$ cat src/rtl/imem_loader_pkg.sv
// Shared types and default geometry for the instruction-memory loader.
package imem_loader_pkg;

  localparam int BYTE_W            = 8;
  localparam int DEF_I_ADR_WIDTH   = 10;
  localparam int DEF_I_WIDTH       = 20;
  localparam int DEF_I_BUFFER_SIZE = 2;
  localparam int WORD_W            = DEF_I_BUFFER_SIZE * DEF_I_WIDTH;
  localparam int BPW               = (WORD_W + BYTE_W - 1) / BYTE_W;

  typedef enum logic [2:0] {
    IDLE,
    HDR_LO,
    HDR_HI,
    DATA,
    WRITE,
    CHECK,
    DONE
  } state_t;

  function automatic int calc_bpw(input int word_w);
    return (word_w + BYTE_W - 1) / BYTE_W;
  endfunction

endpackage

$ cat src/rtl/imem_loader_if.sv
// Byte-stream input and instruction-memory write bus of the loader.
interface imem_loader_if #(
  parameter int I_ADR_WIDTH   = 10,
  parameter int I_WIDTH       = 20,
  parameter int I_BUFFER_SIZE = 2
);
  logic [7:0]                       rx_data;
  logic                             rx_valid;
  logic                             rx_ready;
  logic [I_ADR_WIDTH-1:0]           imem_write_adr;
  logic                             imem_write;
  logic [I_BUFFER_SIZE*I_WIDTH-1:0] imem_in;

  modport master (
    output rx_data, rx_valid,
    input  rx_ready, imem_write_adr, imem_write, imem_in
  );

  modport slave (
    input  rx_data, rx_valid,
    output rx_ready, imem_write_adr, imem_write, imem_in
  );
endinterface

$ cat src/rtl/imem_loader.sv
// Loads a length-prefixed program from a byte stream into instruction memory while holding
// the core in reset. Define IMEM_LOADER_CHECKSUM_EN for a trailing XOR checksum byte.
module imem_loader
  import imem_loader_pkg::*;
#(
  parameter int I_ADR_WIDTH   = DEF_I_ADR_WIDTH,
  parameter int I_WIDTH       = DEF_I_WIDTH,
  parameter int I_BUFFER_SIZE = DEF_I_BUFFER_SIZE
) (
  input  logic         clk,
  input  logic         reset,
  input  logic         start,
  imem_loader_if.slave bus,
  output logic         core_reset,
  output logic         busy,
  output logic         done,
  output logic         error
);

  localparam int MEM_W  = I_BUFFER_SIZE * I_WIDTH;
  localparam int NBYTES = calc_bpw(MEM_W);
  localparam int ASM_W  = NBYTES * BYTE_W;
  localparam int IDX_W  = (NBYTES > 1) ? $clog2(NBYTES) : 1;
  localparam logic [IDX_W-1:0] LAST_IDX = IDX_W'(NBYTES - 1);

  state_t                 state_q, state_d;
  logic [I_ADR_WIDTH-1:0] count_q, count_d;
  logic [I_ADR_WIDTH-1:0] adr_q, adr_d;
  logic [IDX_W-1:0]       idx_q, idx_d;
  logic [ASM_W-1:0]       asm_q, asm_d;
  logic [MEM_W-1:0]       imem_in_q, imem_in_d;
  logic                   core_reset_q, core_reset_d;
  logic                   busy_q, busy_d;
  logic                   done_q, done_d;
  logic                   error_q, error_d;
  logic                   rx_ready;
  logic                   rx_fire;
`ifdef IMEM_LOADER_CHECKSUM_EN
  logic [7:0]             csum_q, csum_d;
`endif

  always_comb begin
    rx_ready = 1'b0;
    case (state_q)
      HDR_LO, HDR_HI, DATA: rx_ready = 1'b1;
`ifdef IMEM_LOADER_CHECKSUM_EN
      CHECK:                rx_ready = 1'b1;
`endif
      default:              rx_ready = 1'b0;
    endcase
  end

  assign rx_fire = rx_ready & bus.rx_valid;

  always_comb begin
    state_d      = state_q;
    count_d      = count_q;
    adr_d        = adr_q;
    idx_d        = idx_q;
    asm_d        = asm_q;
    imem_in_d    = imem_in_q;
    core_reset_d = core_reset_q;
    busy_d       = busy_q;
    done_d       = done_q;
    error_d      = error_q;
    case (state_q)
      IDLE, DONE: begin
        if (start) begin
          state_d      = HDR_LO;
          adr_d        = '0;
          idx_d        = '0;
          core_reset_d = 1'b1;
          busy_d       = 1'b1;
          done_d       = 1'b0;
          error_d      = 1'b0;
        end
      end
      HDR_LO: begin
        if (rx_fire) begin
          count_d[7:0] = bus.rx_data;
          state_d      = HDR_HI;
        end
      end
      // Header high byte supplies only the bits above 7; the rest of the byte is padding.
      HDR_HI: begin
        if (rx_fire) begin
          count_d[I_ADR_WIDTH-1:8] = bus.rx_data[I_ADR_WIDTH-9:0];
          state_d = (count_d == '0) ? CHECK : DATA;
        end
      end
      DATA: begin
        if (rx_fire) begin
          asm_d[idx_q*BYTE_W +: BYTE_W] = bus.rx_data;
          if (idx_q == LAST_IDX) begin
            idx_d     = '0;
            imem_in_d = asm_d[MEM_W-1:0];
            state_d   = WRITE;
          end else begin
            idx_d = idx_q + 1'b1;
          end
        end
      end
      // The address doubles as the words-written counter, so it stops at count and never wraps.
      WRITE: begin
        adr_d   = adr_q + 1'b1;
        state_d = (adr_d == count_q) ? CHECK : DATA;
      end
      CHECK: begin
`ifdef IMEM_LOADER_CHECKSUM_EN
        if (rx_fire) begin
          state_d      = DONE;
          busy_d       = 1'b0;
          done_d       = 1'b1;
          error_d      = (bus.rx_data != csum_q);
          core_reset_d = error_d;
        end
`else
        state_d      = DONE;
        busy_d       = 1'b0;
        done_d       = 1'b1;
        core_reset_d = 1'b0;
`endif
      end
      default: state_d = IDLE;
    endcase
  end

`ifdef IMEM_LOADER_CHECKSUM_EN
  always_comb begin
    csum_d = csum_q;
    if ((state_q == IDLE || state_q == DONE) && start) begin
      csum_d = '0;
    end else if (rx_fire && state_q != CHECK) begin
      csum_d = csum_q ^ bus.rx_data;
    end
  end

  always_ff @(posedge clk or posedge reset) begin
    if (reset) csum_q <= '0;
    else       csum_q <= csum_d;
  end
`endif

  always_ff @(posedge clk or posedge reset) begin
    if (reset) begin
      state_q      <= IDLE;
      count_q      <= '0;
      adr_q        <= '0;
      idx_q        <= '0;
      imem_in_q    <= '0;
      core_reset_q <= 1'b1;
      busy_q       <= 1'b0;
      done_q       <= 1'b0;
      error_q      <= 1'b0;
    end else begin
      state_q      <= state_d;
      count_q      <= count_d;
      adr_q        <= adr_d;
      idx_q        <= idx_d;
      imem_in_q    <= imem_in_d;
      core_reset_q <= core_reset_d;
      busy_q       <= busy_d;
      done_q       <= done_d;
      error_q      <= error_d;
    end
  end

  // Assembly buffer is pure data; every byte lane is overwritten before it is used.
  always_ff @(posedge clk) begin
    asm_q <= asm_d;
  end

  assign bus.rx_ready       = rx_ready;
  assign bus.imem_write     = (state_q == WRITE);
  assign bus.imem_write_adr = adr_q;
  assign bus.imem_in        = imem_in_q;
  assign core_reset         = core_reset_q;
  assign busy               = busy_q;
  assign done               = done_q;
  assign error              = error_q;

endmodule

$ cat src/flat_wrapper.sv
// flat-port wrapper written by rule: the top's interface ports become plain ports
module imem_loader_flat import imem_loader_pkg::*;
#(
  parameter int I_ADR_WIDTH   = DEF_I_ADR_WIDTH,
  parameter int I_WIDTH       = DEF_I_WIDTH,
  parameter int I_BUFFER_SIZE = DEF_I_BUFFER_SIZE
)
  (clk, reset, start, core_reset, busy, done, error, bus_rx_data, bus_rx_valid, bus_rx_ready, bus_imem_write_adr, bus_imem_write, bus_imem_in);
  imem_loader_if #(.I_ADR_WIDTH(I_ADR_WIDTH), .I_WIDTH(I_WIDTH), .I_BUFFER_SIZE(I_BUFFER_SIZE)) bus_i ();
  input  logic clk;
  input  logic reset;
  input  logic start;
  output logic core_reset;
  output logic busy;
  output logic done;
  output logic error;
  input wire logic [$bits(bus_i.rx_data)-1:0] bus_rx_data;
  input wire logic [$bits(bus_i.rx_valid)-1:0] bus_rx_valid;
  output wire logic [$bits(bus_i.rx_ready)-1:0] bus_rx_ready;
  output wire logic [$bits(bus_i.imem_write_adr)-1:0] bus_imem_write_adr;
  output wire logic [$bits(bus_i.imem_write)-1:0] bus_imem_write;
  output wire logic [$bits(bus_i.imem_in)-1:0] bus_imem_in;
  assign bus_i.rx_data = bus_rx_data;
  assign bus_i.rx_valid = bus_rx_valid;
  assign bus_rx_ready = bus_i.rx_ready;
  assign bus_imem_write_adr = bus_i.imem_write_adr;
  assign bus_imem_write = bus_i.imem_write;
  assign bus_imem_in = bus_i.imem_in;
  imem_loader #(.I_ADR_WIDTH(I_ADR_WIDTH), .I_WIDTH(I_WIDTH), .I_BUFFER_SIZE(I_BUFFER_SIZE)) u_core (.clk(clk), .reset(reset), .start(start), .bus(bus_i), .core_reset(core_reset), .busy(busy), .done(done), .error(error));
endmodule
$ cat config.mk
export PLATFORM = sky130hd
export DESIGN_NAME = imem_loader_flat
export DESIGN_NICKNAME = d
export VERILOG_FILES = /design/src/rtl/imem_loader_pkg.sv /design/src/rtl/imem_loader_if.sv /design/src/rtl/imem_loader.sv /design/src/flat_wrapper.sv
export SDC_FILE = /design/constraint.sdc
export NUM_CORES = 1
export LEC_CHECK = 0
export ABC_AREA = 1
export BUFFER_PORTS_ARGS = -buffer_cell sky130_fd_sc_hd__buf_2
export CORE_ASPECT_RATIO = 1.75
export CORE_MARGIN = 3
export CORE_UTILIZATION = 30
export CTS_CLUSTER_DIAMETER = 40
export DETAILED_ROUTE_END_ITERATION = 8
export PLACE_DENSITY_LB_ADDON = 0.25
export RECOVER_POWER = 25
export SYNTH_ARGS = -nofsm -noshare
export SYNTH_HDL_FRONTEND = slang
export SYNTH_SLANG_ARGS = --single-unit
$ cat constraint.sdc
create_clock -name clk -period 4.55 [get_ports clk]
set_clock_uncertainty 0.05 [all_clocks]
set_input_delay 0 -clock clk [delete_from_list [all_inputs] [get_ports clk]]
set_output_delay 0 -clock clk [all_outputs]
set_load 0.03 [all_outputs]
==> impl_metrics.tcl <==
set metrics [dict create \
    status "finished, violations left" \
    violations "max-capacitance violations, max-slew violations" \
    final_period_minus_worst_setup_slack_ns 2.41 \
    grt_setup_unrepaired "false" \
    postSynthRegisterBits 109 \
    finalHoldWorstSlack_ns 0.0108 \
    boundaryPins 68 \
    synth-edff-count 40 \
    ys_async_rst_share 0.633 \
    worst_supply_voltage_drop_on_vdd_v 0.000229 \
    setup.worst_path.start "u_core.state_q[2]" \
    clockBufferDepth 2 \
    synth_top_cell_by_area "dfrtp_1" \
    grt_max_degree 70 \
    tritoncts "done" \
    post_drt_via_cell_ratio 4.66 \
    post_route_insts_no_fill 893 \
    worst_path_max_delay_cell "dfrtp_1" \
    firstDrtPassIters 5 \
    worst_setup_hold_path_clk_slew_ns 0.08 \
    detail_route.wl_per_cell_microns 14.8 \
    cellLeakagePower_nw 2.75 \
    post-route-util 0.355 \
    drc_errors 0 \
    post_cts_hold_buffer_count 4 \
    route.final.wire_length_microns 13200 \
    floorplan.die_area_sq_um 19000 \
    drtAntennaViolNets 0 \
    cts_made_buffers 9 \
    ys.warnings.count 0 \
    cts_setup_buffers 0 \
    path_buf_inv 3 \
    grt.total_usage 0.143 \
    netlist_top_cells_count "229 x nand2_1, 68 x dfrtp_1, 46 x inv_1" \
    critical_path_class "reg -> reg" \
    max_cap_violations 1 \
    critical_path.reg2reg.startpoint "u_core.state_q[2]" \
    syn_std_cell_area_sq_um 5200 \
    root_buffer "clkbuf_16" \
    cell_area_after_layout_sq_um 6020 \
    worst_setup_path_start_kind "flop" \
    tightest_slew_margin_relative_to_the_limit -0.196 \
    placeableCoreArea_sq_um 16900 \
    path_max_fanout 42 \
    leading_cell_type_by_number_of_instances_after_synthesis "nand2_1" \
    required_ns 4.80 \
    final_layout_size_suffix_gt1_frac 0.105 \
    report.final.setup_viol 0 \
    cp_data_arrival_time_ns 2.66 \
    synth_largest_type_area_fraction 0.327 \
    final_max_slew_viol_count 70 \
    synth_fp_nets 614 \
    initial_antenna_violation_count 0 \
    floorplan.initialDensity 0.307 \
    dpl_cell_area_sq_um 5740 \
    post_synth_main_area_contributors "dfrtp_1 33%, edfxtp_1 23%, nand2_1 17%, o21ai_0 3.8%, inv_1 3.3%" \
    grt.overflow.total 0 \
    tns_ns 0 \
    antenna-diode-count 0 \
    worstHoldStart "bus_rx_valid" \
    post_synthesis_cell_type_count 36 \
    clock_sinks 109 \
    setup.worst_path.end_class "flop" \
    die_h_microns 180 \
    drt_first_iter_violations 246 \
    maxClockFrequency_ghz 0.414 \
    netlist_instances 594 \
    number_of_buffer_cells_added_on_primary_ports 66 \
    timing.final.ws_setup_ns 2.14 \
    sequential_cell_area_fraction_in_the_yosys_report 0.563 \
    grt_pass1_wl_microns 21500 \
    syn_area_per_cell_sq_um 8.76 \
    postSynth.topFlopCell "dfrtp_1" \
    cellPowerDensity_nw_per_um2 553 \
    dpl_worst_slack_ns 2.11 \
    clk-insertion-delay-late_ns 0.35 \
    first_global_vias 4211 \
    total_power_mw 3.33 \
    vias 4159 \
    final.period_utilization 0.531 \
    dp_hpwl_microns 9640 \
    layout.nets 681 \
    path_delay_family "buffers and inverters" \
    chip_width_microns 106 \
    crit_path_cell_trace "nor3_2, inv_2, nor2_4, buf_4, nand3_2, inv_2, nand2_1, nand2_1" \
    crit_path_max_incr_delay_ns 0.51 \
    flow.area_growth_from_synthesis_pct 15.6 \
    worst-slew-pin-transition_ns 1.79 \
    worstHoldPathType "in -> reg" \
    post-place-cells 873 \
    gp_routability_congestion 0.871 \
    floorplan.rows 63 \
    cts.repair.resized 0 \
    timing.final.hold_violations 0 \
    htree_num_levels 3 \
]
cell type report:
class	count	area [sq um]
Clock inverter	7	78.8
Inverter	54	203
Timing Repair Buffer	74	332
Tap cell	227	284
Fill cell	1788	10900
Sequential cell	109	2930
Multi-Input combinational cell	413	1970
Clock buffer	9	225
power breakdown:
part | leakage [nW] | switching (mW) | internal, mW
Clock | 0.153 | 0.381 | 0.437
Sequential | 1.30 | 0.126 | 1.24
Combinational | 1.30 | 0.838 | 0.307
final timing paths:
check	to	slack, ns	depth (start not counted)
max in group asynchronous	u_core.bus.imem_in[8]	2.62	4
hold reg to reg	u_core.bus.imem_in[21]	0.43	2
hold / removal	u_core.count_q[9]	0.01	3
setup / recovery	u_core.bus.imem_in[5]	2.14	8
min in group asynchronous	u_core.state_q[1]	0.78	4
setup reg to reg	u_core.bus.imem_in[5]	2.14	8
worst reg2reg max path, stage by stage, from the launching register on:
cell     delay, ns
dfrtp_1       0.51
nor3_2        0.26
inv_2         0.09
nor2_4        0.08
buf_4         0.45
nand3_2       0.16
inv_2         0.50
nand2_1       0.19
nand2_1       0.09
metal layers:
layer / share of wire / GRT usage / routed length [microns] / vias up
li1: - / - / - / 2079
met2: 0.54 / 0.267 / 7190 / 110
met5: 0 / 0 / 0 / -
met1: 0.39 / 0.156 / 5170 / 1944
met4: 0.028 / 0.0560 / 365 / 0
met3: 0.039 / 0.0255 / 511 / 26
sequential cells by signal (all words and copies together) (netlist names):
register,cells
u_core.asm_q,40
u_core.bus.imem_in,40
u_core.bus.imem_write_adr,10
u_core.count_q,10
u_core.idx_q,3
u_core.state_q,3
u_core.busy,1
u_core.core_reset,1
u_core.done,1
logic make-up after synthesis:
family	synth area share
simple gates	0.269
buf+inv	0.0594
other cells	0.000721
flops	0.563
fa+ha+maj	0.0192
compound gates	0.0851
xor+xnor	0.00337
cells in the final DEF, fill, tap and decap left out, types with 4 or more instances in the layout:
cell type,instances
nand2_1,229
nor2_1,31
nand2_2,8
nor2_2,6
nor2_4,4
o31ai_1,8
o21ai_1,14
o21ai_0,40
o22ai_1,9
inv_1,46
dlygate4sd3_1,4
clkbuf_16,9
nand3_1,24
nand4_1,12
dfrtp_1,68
edfxtp_1,40
clkbuf_1,53
inv_2,8
ha_1,8
buf_2,13
Note: power is estimated with default switching activity, not from simulation.
